**src/rtl/conv_mac_engine.sv**
```systemverilog
// conv_mac_engine: K-tap multi-channel convolution MAC with bias, rounding shift, ReLU and saturation.
// Four register stages (input, multiply/tree, accumulate, requantise) all advance on a single global enable.
module conv_mac_engine #(
    parameter int DATA_WIDTH      = 8,
    parameter int WGT_WIDTH       = 8,
    parameter int TAPS            = 9,
    parameter int ACC_WIDTH       = 24,
    parameter int OUT_WIDTH       = 8,
    parameter int CH_CNT_W        = 8,
    parameter int SHIFT_W         = 5,
    parameter int INPUT_IS_SIGNED = 0
) (
    input  logic                          clk,
    input  logic                          rst_n,
    input  logic [CH_CNT_W-1:0]           cfg_num_ch,
    input  logic [SHIFT_W-1:0]            cfg_shift,
    input  logic                          cfg_relu,
    input  logic [ACC_WIDTH-1:0]          bias,
    input  logic                          in_valid,
    output logic                          in_ready,
    input  logic [DATA_WIDTH*TAPS-1:0]    window_data,
    input  logic [WGT_WIDTH*TAPS-1:0]     weights,
    output logic                          out_valid,
    input  logic                          out_ready,
    output logic [OUT_WIDTH-1:0]          out_data,
    output logic [ACC_WIDTH-1:0]          out_acc
);
    localparam int AW = DATA_WIDTH + 1;
    localparam int RW = ACC_WIDTH + 1;
    localparam logic signed [RW-1:0] OMAX = RW'(2 ** (OUT_WIDTH - 1) - 1);
    localparam logic signed [RW-1:0] OMIN = ~OMAX;

    logic adv, accept, first, last;
    logic [CH_CNT_W-1:0] ch_cnt, num_ch_q, num_eff, num_cur;
    logic [SHIFT_W-1:0] shift_q, shift_cur, shift_s1, shift_s2, shift_s3;
    logic relu_q, relu_cur, relu_s1, relu_s2, relu_s3;
    logic [TAPS*AW-1:0] act_ext, act_s1;
    logic [TAPS*WGT_WIDTH-1:0] wgt_s1;
    logic valid_s1, last_s1, first_s1, valid_s2, last_s2, first_s2, valid_s3;
    logic signed [ACC_WIDTH-1:0] bias_s1, bias_s2, psum, psum_s2, acc, sum, t_s3;
    logic signed [RW-1:0] half, r, rq, sat;

    assign adv      = !out_valid || out_ready;
    assign in_ready = rst_n && adv;
    assign accept   = in_valid && in_ready;

    // Group config is taken live on the first beat and from the latched copy afterwards.
    always_comb begin
        first     = ch_cnt == '0;
        num_eff   = (cfg_num_ch == '0) ? CH_CNT_W'(1) : cfg_num_ch;
        num_cur   = first ? num_eff : num_ch_q;
        shift_cur = first ? cfg_shift : shift_q;
        relu_cur  = first ? cfg_relu : relu_q;
        last      = ch_cnt == num_cur - CH_CNT_W'(1);
        act_ext   = '0;
        for (int i = 0; i < TAPS; i++)
            act_ext[i*AW +: AW] = {(INPUT_IS_SIGNED != 0) && window_data[i*DATA_WIDTH + DATA_WIDTH - 1],
                                   window_data[i*DATA_WIDTH +: DATA_WIDTH]};
    end

    always_comb begin
        psum = '0;
        for (int i = 0; i < TAPS; i++)
            psum = psum + ACC_WIDTH'($signed(act_s1[i*AW +: AW]))
                        * ACC_WIDTH'($signed(wgt_s1[i*WGT_WIDTH +: WGT_WIDTH]));
    end

    // Rounding is done one bit wider than the accumulator so the half-LSB add cannot wrap.
    always_comb begin
        sum  = (first_s2 ? '0 : acc) + psum_s2;
        half = (shift_s3 == '0) ? '0 : RW'(1) << (shift_s3 - SHIFT_W'(1));
        r    = (RW'(t_s3) + half) >>> shift_s3;
        rq   = (relu_s3 && r[RW-1]) ? '0 : r;
        sat  = (rq > OMAX) ? OMAX : (rq < OMIN) ? OMIN : rq;
    end

    always_ff @(posedge clk or negedge rst_n) begin
        if (!rst_n) begin
            ch_cnt   <= '0;
            num_ch_q <= CH_CNT_W'(1);
            shift_q  <= '0;
            relu_q   <= 1'b0;
        end else if (accept) begin
            ch_cnt <= last ? '0 : ch_cnt + CH_CNT_W'(1);
            if (first) begin
                num_ch_q <= num_eff;
                shift_q  <= cfg_shift;
                relu_q   <= cfg_relu;
            end
        end
    end

    always_ff @(posedge clk or negedge rst_n) begin
        if (!rst_n) begin
            valid_s1  <= 1'b0;
            valid_s2  <= 1'b0;
            valid_s3  <= 1'b0;
            acc       <= '0;
            out_valid <= 1'b0;
            out_data  <= '0;
            out_acc   <= '0;
        end else if (adv) begin
            valid_s1  <= accept;
            valid_s2  <= valid_s1;
            valid_s3  <= valid_s2 && last_s2;
            if (valid_s2)
                acc <= last_s2 ? '0 : sum;
            out_valid <= valid_s3;
            if (valid_s3) begin
                out_acc  <= t_s3;
                out_data <= OUT_WIDTH'(sat);
            end
        end
    end

    // Datapath registers carry no reset; their qualifying valids do.
    always_ff @(posedge clk) begin
        if (adv) begin
            act_s1   <= act_ext;
            wgt_s1   <= weights;
            last_s1  <= last;
            first_s1 <= first;
            bias_s1  <= bias;
            shift_s1 <= shift_cur;
            relu_s1  <= relu_cur;
            psum_s2  <= psum;
            last_s2  <= last_s1;
            first_s2 <= first_s1;
            bias_s2  <= bias_s1;
            shift_s2 <= shift_s1;
            relu_s2  <= relu_s1;
            t_s3     <= sum + bias_s2;
            shift_s3 <= shift_s2;
            relu_s3  <= relu_s2;
        end
    end
endmodule

```
**config.mk**
```make
export PLATFORM = sky130hd
export DESIGN_NAME = conv_mac_engine
export DESIGN_NICKNAME = d
export VERILOG_FILES = /design/src/rtl/conv_mac_engine.sv
export SDC_FILE = /design/constraint.sdc
export NUM_CORES = 2
export LEC_CHECK = 0
export ABC_AREA = 1
export CORE_MARGIN = 1
export CORE_UTILIZATION = 50
export CTS_BUF_LIST = sky130_fd_sc_hd__clkbuf_4 sky130_fd_sc_hd__clkbuf_8
export DETAILED_ROUTE_END_ITERATION = 6
export GPL_TIMING_DRIVEN = 0
export PLACE_DENSITY = 0.67
export SYNTH_ARGS = -nofsm -noshare
export SYNTH_HDL_FRONTEND = slang
export SYNTH_SLANG_ARGS = --single-unit
```
**constraint.sdc**
```tcl
create_clock -name clk -period 7.7 [get_ports clk]
set_input_delay 1.54 -clock clk [delete_from_list [all_inputs] [get_ports clk]]
set_output_delay 1.54 -clock clk [all_outputs]
set_load 0.01 [all_outputs]
```
; Word-level counts from Yosys, hierarchy flattened
; Cells that the tools add are included.
[totals]
elab_cells = 77
out_inout_bits = 34
reg_bits = 344
[op_classes]
reduce_logical = 11
eq_ne = 1
n_mul = 9
add_sub_neg = 14
n_mux = 11
n_lt_le_gt_ge = 2
shifts = 2
[ops]
columns = op, n
row1 = $mul A9 B8 Y17, 9
row2 = $mux W25, 2
row3 = $add A24 B24 Y24, 2
row4 = $mux W24, 2
row5 = $mux W8, 5
row6 = $add A24 B25 Y25, 1
row7 = $gt A25 B8 Y1 const B, 1
row8 = $lt A25 B8 Y1 const B, 1
row9 = $shl A1 B5 Y25 const A, 1
row10 = $sshr A25 B5 Y25, 1
row11 = $add A23 B17 Y24, 1
row12 = $add A24 B17 Y24, 1
row13 = $add A22 B17 Y23, 1
row14 = $add A21 B17 Y22, 1
row15 = $add A20 B17 Y21, 1
row16 = $add A19 B17 Y20, 1
row17 = $add A18 B17 Y19, 1
row18 = $add A17 B17 Y18, 1
row19 = $logic_not A8 Y1, 2
row20 = $add A8 B1 Y8 const B, 1
row21 = $eq A8 B8 Y1, 1
row22 = $sub A8 B1 Y8 const B, 1
row23 = $logic_not A5 Y1, 1
row24 = $mux W5, 1
row25 = other kinds (6), 10

; Longest topological paths before layout
[depth]
depth_word = 10
ltp_mapped = 41
mapped_depth_nobuf = 40

; Least setup slack after synthesis
; No wires, ideal clock.
[synth_path]
path_kind = register to register
from = register wgt_s1[7]
to = register psum_s2[22] (data pin)
setup_slack_ns = -0.390
required_ns = 7.431
path_stages_with_launch = 35
n_path_buf = 0
arrival_time_ns = 7.822
path_cell_list = edfxtp_1 -> inv_1 -> or2_2 -> fa_1 -> inv_1 -> fa_1 -> fa_1 -> inv_1 -> fa_1 -> inv_1 -> fa_1 -> inv_1 -> fa_1 -> inv_1 -> fa_1 -> inv_1 -> fa_1 -> fa_1 -> inv_1 -> fa_1 -> ha_1 -> a21oi_1 -> o21a_1 -> o21ai_0 -> a21oi_1 -> o21bai_1 -> nand2_1 -> inv_1 -> o21ai_0 -> nand2_1 -> nand3_1 -> nand2_1 -> a21oi_1 -> o31ai_1 -> xor2_1
[synth_via]
elab_chain_len = 9
[synth_rtl]
columns = element, line
row1 = start: declaration, 38  ; logic [TAPS*WGT_WIDTH-1:0] wgt_s1;
row2 = start signal: assignment, 120  ; wgt_s1 <= weights;
row3 = $mul A9 B8 Y17, 65  ; * ACC_WIDTH'($signed(wgt_s1[i*WGT_WIDTH +: WGT_WIDTH]));
row4 = $add A17 B17 Y18, 64  ; psum = psum + ACC_WIDTH'($signed(act_s1[i*AW +: AW]))
row5 = $add A18 B17 Y19, 64
row6 = $add A19 B17 Y20, 64
row7 = $add A20 B17 Y21, 64
row8 = $add A21 B17 Y22, 64
row9 = $add A22 B17 Y23, 64
row10 = $add A23 B17 Y24, 64
row11 = $add A24 B17 Y24, 64
row12 = named net psum[22], 40  ; logic signed [ACC_WIDTH-1:0] bias_s1, bias_s2, psum, psum_s2, acc, sum, t_s3;
row13 = end signal: assignment, 126  ; psum_s2 <= psum;
row14 = end: declaration, 40
; The timed path passes the listed nets, and every way through them passes these cells.
; A chain may end at the register's enable or synchronous reset.

; Worst setup path in the final report
[layout_path]
from = register wgt_s1[23]
to = register psum_s2[19] (data pin)
[layout_via]
elab_chain_len = 8
[layout_rtl]
columns = element, line
row1 = $mul A9 B8 Y17, 65
row2 = $add A18 B17 Y19, 64
row3 = $add A19 B17 Y20, 64
row4 = $add A20 B17 Y21, 64
row5 = $add A21 B17 Y22, 64
row6 = $add A22 B17 Y23, 64
row7 = $add A23 B17 Y24, 64
row8 = $add A24 B17 Y24, 64
row9 = named net psum[19], 40
; The timed path passes the listed nets, and every way through them passes these cells.

==> key figures <==
Clock tree
  • # hold bufs at CTS: 0
  • CTS Buf Count: 66
  • Max clock buf depth: 3
  • Maximum level of the CTS H-tree: 3
  • Clock sink count: 344
  • Insertion delay of the later-clocked pin in the worst-skew pair: 0.70 ns
  • Worst-path clk slew: 0.06 ns
  • Clock tree from TritonCTS: built
  • Buffer cell driving the clock tree root: sky130_fd_sc_hd__clkbuf_8

Floorplanning
  • Number of rows created at floorplan: 103
  • Height of the die: 285 µm
  • Horizontal die dimension: 285 µm
  • Placeable Area: 79100 µm²
  • Die ar.: 81100 µm²
  • Top-level port count: 220
  • Initial core utilization: around half

Global routing
  • First-pass GRT wire length: 164000 µm
  • Number of global-route vias before repair: 31018
  • Largest net degree at the start of global routing: 128
  • Gr usage total: 26.2%
  • Grt total ovfl: 0
  • Initial antenna violation count: 1

Worst setup path
  • Max incr delay on CP: 0.64 ns
  • Critical path's most frequent cell: sky130_fd_sc_hd__nand2_2
  • Type of element launching the critical path: flop
  • Cell at the slowest stage of the critical path: sky130_fd_sc_hd__fa_2
  • Kind of end point of the critical path: flop
  • Setup slack on the worst flop-to-flop path: -0.50 ns
  • Cell count of the worst reg-to-reg path: 32
  • Category of the critical setup timing path: flop to flop
  • Worst path required time: 8.15 ns
  • Top fanout value on the critical path: 4
  • Data arrival time of the critical path: 8.64 ns

Synthesis
  • Total nets after synthesis: 5673
  • Number of enable flip-flop cells after synthesis: 262
  • Mean Syn Cell Area: 8.83 µm²
  • Post-synthesis register bit count: 344
  • List of most frequent post-synthesis cells: 1292 x sky130_fd_sc_hd__inv_1, 930 x sky130_fd_sc_hd__nand2_1, 581 x sky130_fd_sc_hd__fa_1
  • Post-synthesis adder-cell area fraction: 40.8%
  • Count leader, synth: sky130_fd_sc_hd__inv_1
  • Most common flop cell mapped by yosys: sky130_fd_sc_hd__edfxtp_1
  • Xor-xnor portion of the synthesized cell area: under 10%
  • Summed instance area of the synthesized netlist: 40000 µm²
  • Top-area cell type share of the netlist area: 29.1%
  • Post-Synthesis Cells: roughly 4500
  • Share of async-settable or async-resettable flops after synthesis: 23.8%
  • Unique masters post-synth: 57
  • Cell types with the largest area share after synthesis: sky130_fd_sc_hd__fa_1 29%, sky130_fd_sc_hd__edfxtp_1 20%, sky130_fd_sc_hd__inv_1 12%, sky130_fd_sc_hd__ha_1 12%, sky130_fd_sc_hd__nand2_1 8.7%
  • Number of warnings reported in the yosys synthesis log: 0
  • Synthesized-area fraction occupied by ao, oa, aoi and oai cells: just under 3%
  • Sequential-to-total area share from yosys stat: 24.8%
  • Share of synthesized area spent on multiplexers: 0.185%
  • Share of synthesized cell area in and, or, nand and nor gates: 15.4%
  • Combinational family with the most area after synthesis: adder cells
  • Cell type with the highest aggregate area in the netlist: sky130_fd_sc_hd__fa_1

Route
  • Total DRC errors in the routed layout: 0
  • Detailed-routing iteration count for the pre-antenna-repair pass: 5
  • Routed WL: ~100000 µm
  • Detail-routed net length per standard cell: 17.2 µm
  • Final antenna-violating net count: 0
  • Vias after detailed routing: 29358
  • Via-per-instance ratio: between 4 and 5
  • Iteration-0 DRC Markers: 1614

Timing
  • Period utilization: 106%
  • Max Freq: approximately 0.12 GHz
  • Final worst-path setup slack: -0.495 ns
  • Final count of negative-setup-slack endpoints: 11
  • Total Neg Setup Slack: -3.75 ns
  • Worst-Margin Slew: 0.874 ns
  • Shortest clock period the worst path allows after layout: 8.20 ns
  • Slew Limit Fails: 0
  • Max-Slew Margin vs Limit: 41.5%
  • Setup repair after global routing missed its margin: yes
  • Clock skew after layout: 0.0317 ns
  • Final hold viol count: 0

Layout
  • Utilization after layout: between 50% and 60%
  • Layout-stage area growth over the synthesis result: 16.3%
  • Proportion of layout cells with a drive suffix above 1: a little over a tenth
  • Final instance area: roughly 47000 µm²
  • Fin nets: 6048

Placement
  • RD Place Congestion: 0.969
  • Count of buffers inserted at the top-level ports: 219
  • Dpl hpwl: roughly 86000 µm
  • Cell area reported after detailed placement: 43700 µm²
  • Placement-stage worst setup slack: -1.04 ns

Run status
  • Result of the run: finished with violations
  • Violated checks: negative setup slack

Job
  • Max-cap violations: 0

Worst hold path
  • Cell depth of the worst hold path: 0
  • Class of the most critical hold timing path: flop to flop
[metal layers]
| metal | global-route usage, % | share of wire (%) | vias to the layer above |
|---|---|---|---|
| met5 | 0 | 0 | - |
| met4 | 11.3 | 4.8 | 0 |
| met3 | 3.44 | 4.4 | 237 |
| met2 | 47.0 | 51 | 708 |
| met1 | 31.6 | 40 | 14275 |
| li1 | - | - | 14138 |
[worst paths after layout]
check,from,end
max,wgt_s1[23],psum_s2[19]
min,shift_s1[1],shift_s2[1]
max reg2reg,wgt_s1[23],psum_s2[19]
min reg2reg,shift_s1[1],shift_s2[1]
max in group asynchronous,rst_n,num_ch_q[0]
min in group asynchronous,rst_n,out_acc[12]
[critical path: cells and delay by family, from the launching register on]
| kind | cells | cell delay, ns |
|---|---|---|
| adder cells (fa/ha/maj) | 11 | 5.48 |
| AO/OA/AOI/OAI | 1 | 0.17 |
| buffers and inverters | 7 | 0.64 |
| flip-flops | 1 | 0.49 |
| AND/OR/NAND/NOR | 12 | 1.01 |
| XOR/XNOR | 1 | 0.13 |
[final cells by class]
cell class	instances	area [µm²]
diodes	1	2.50
plain buffers	72	437
clock buffers	87	1100
clock inverters	32	248
fillers	7011	32600
inverters	1311	4960
multi-input cells	2701	24800
flip-flops and latches	344	9920
well taps	1050	1310
repair buffers	411	3730
[through the flow]
step           hold slack (ns)  cells
6_report                 0.412   6009
5_1_grt                  0.427   6009
2_1_floorplan            0.400   4532
3_5_place_dp             0.405   5804
4_1_cts                  0.413   5960
3_3_place_gp             0.402   5801
[cells in the final DEF (no fill, tap or decap), types with 81 or more instances in the layout]
master and count:
sky130_fd_sc_hd__buf_4 185, sky130_fd_sc_hd__fa_1 559, sky130_fd_sc_hd__nor2_1 176, sky130_fd_sc_hd__ha_1 367, sky130_fd_sc_hd__dfrtp_1 81, sky130_fd_sc_hd__nand2_1 908
sky130_fd_sc_hd__edfxtp_1 262, sky130_fd_sc_hd__nand3_1 207, sky130_fd_sc_hd__inv_1 1264, sky130_fd_sc_hd__clkdlybuf4s50_1 218
[cell families (layout without fill, tap and decap cells)]
group / after synthesis / count (layout)
compound gates: 209 / 209
xor+xnor: 85 / 85
fa+ha+maj: 955 / 955
buf+inv: 1487 / 1913
flops: 344 / 344
mux: 7 / 7
other cells: 0 / 1
simple gates: 1445 / 1445
[registers in the layout, indices dropped and copies added, names as in the netlist, 8 cells and up]
signal and count:
act_s1 72, wgt_s1 72, acc 24, bias_s1 24, bias_s2 24, out_acc 24
psum_s2 24, t_s3 24, ch_cnt 8, num_ch_q 8, out_data 8
[timing repair]
item	in CTS	in global routing
setup buffers	119	71
gates resized for setup	60	85
setup endpoints to repair	12	12
pin swaps	59	74
Power is left out: the tool's default activity adds up to more than one toggle a clock period on the data nets, which glitch-free logic cannot reach.
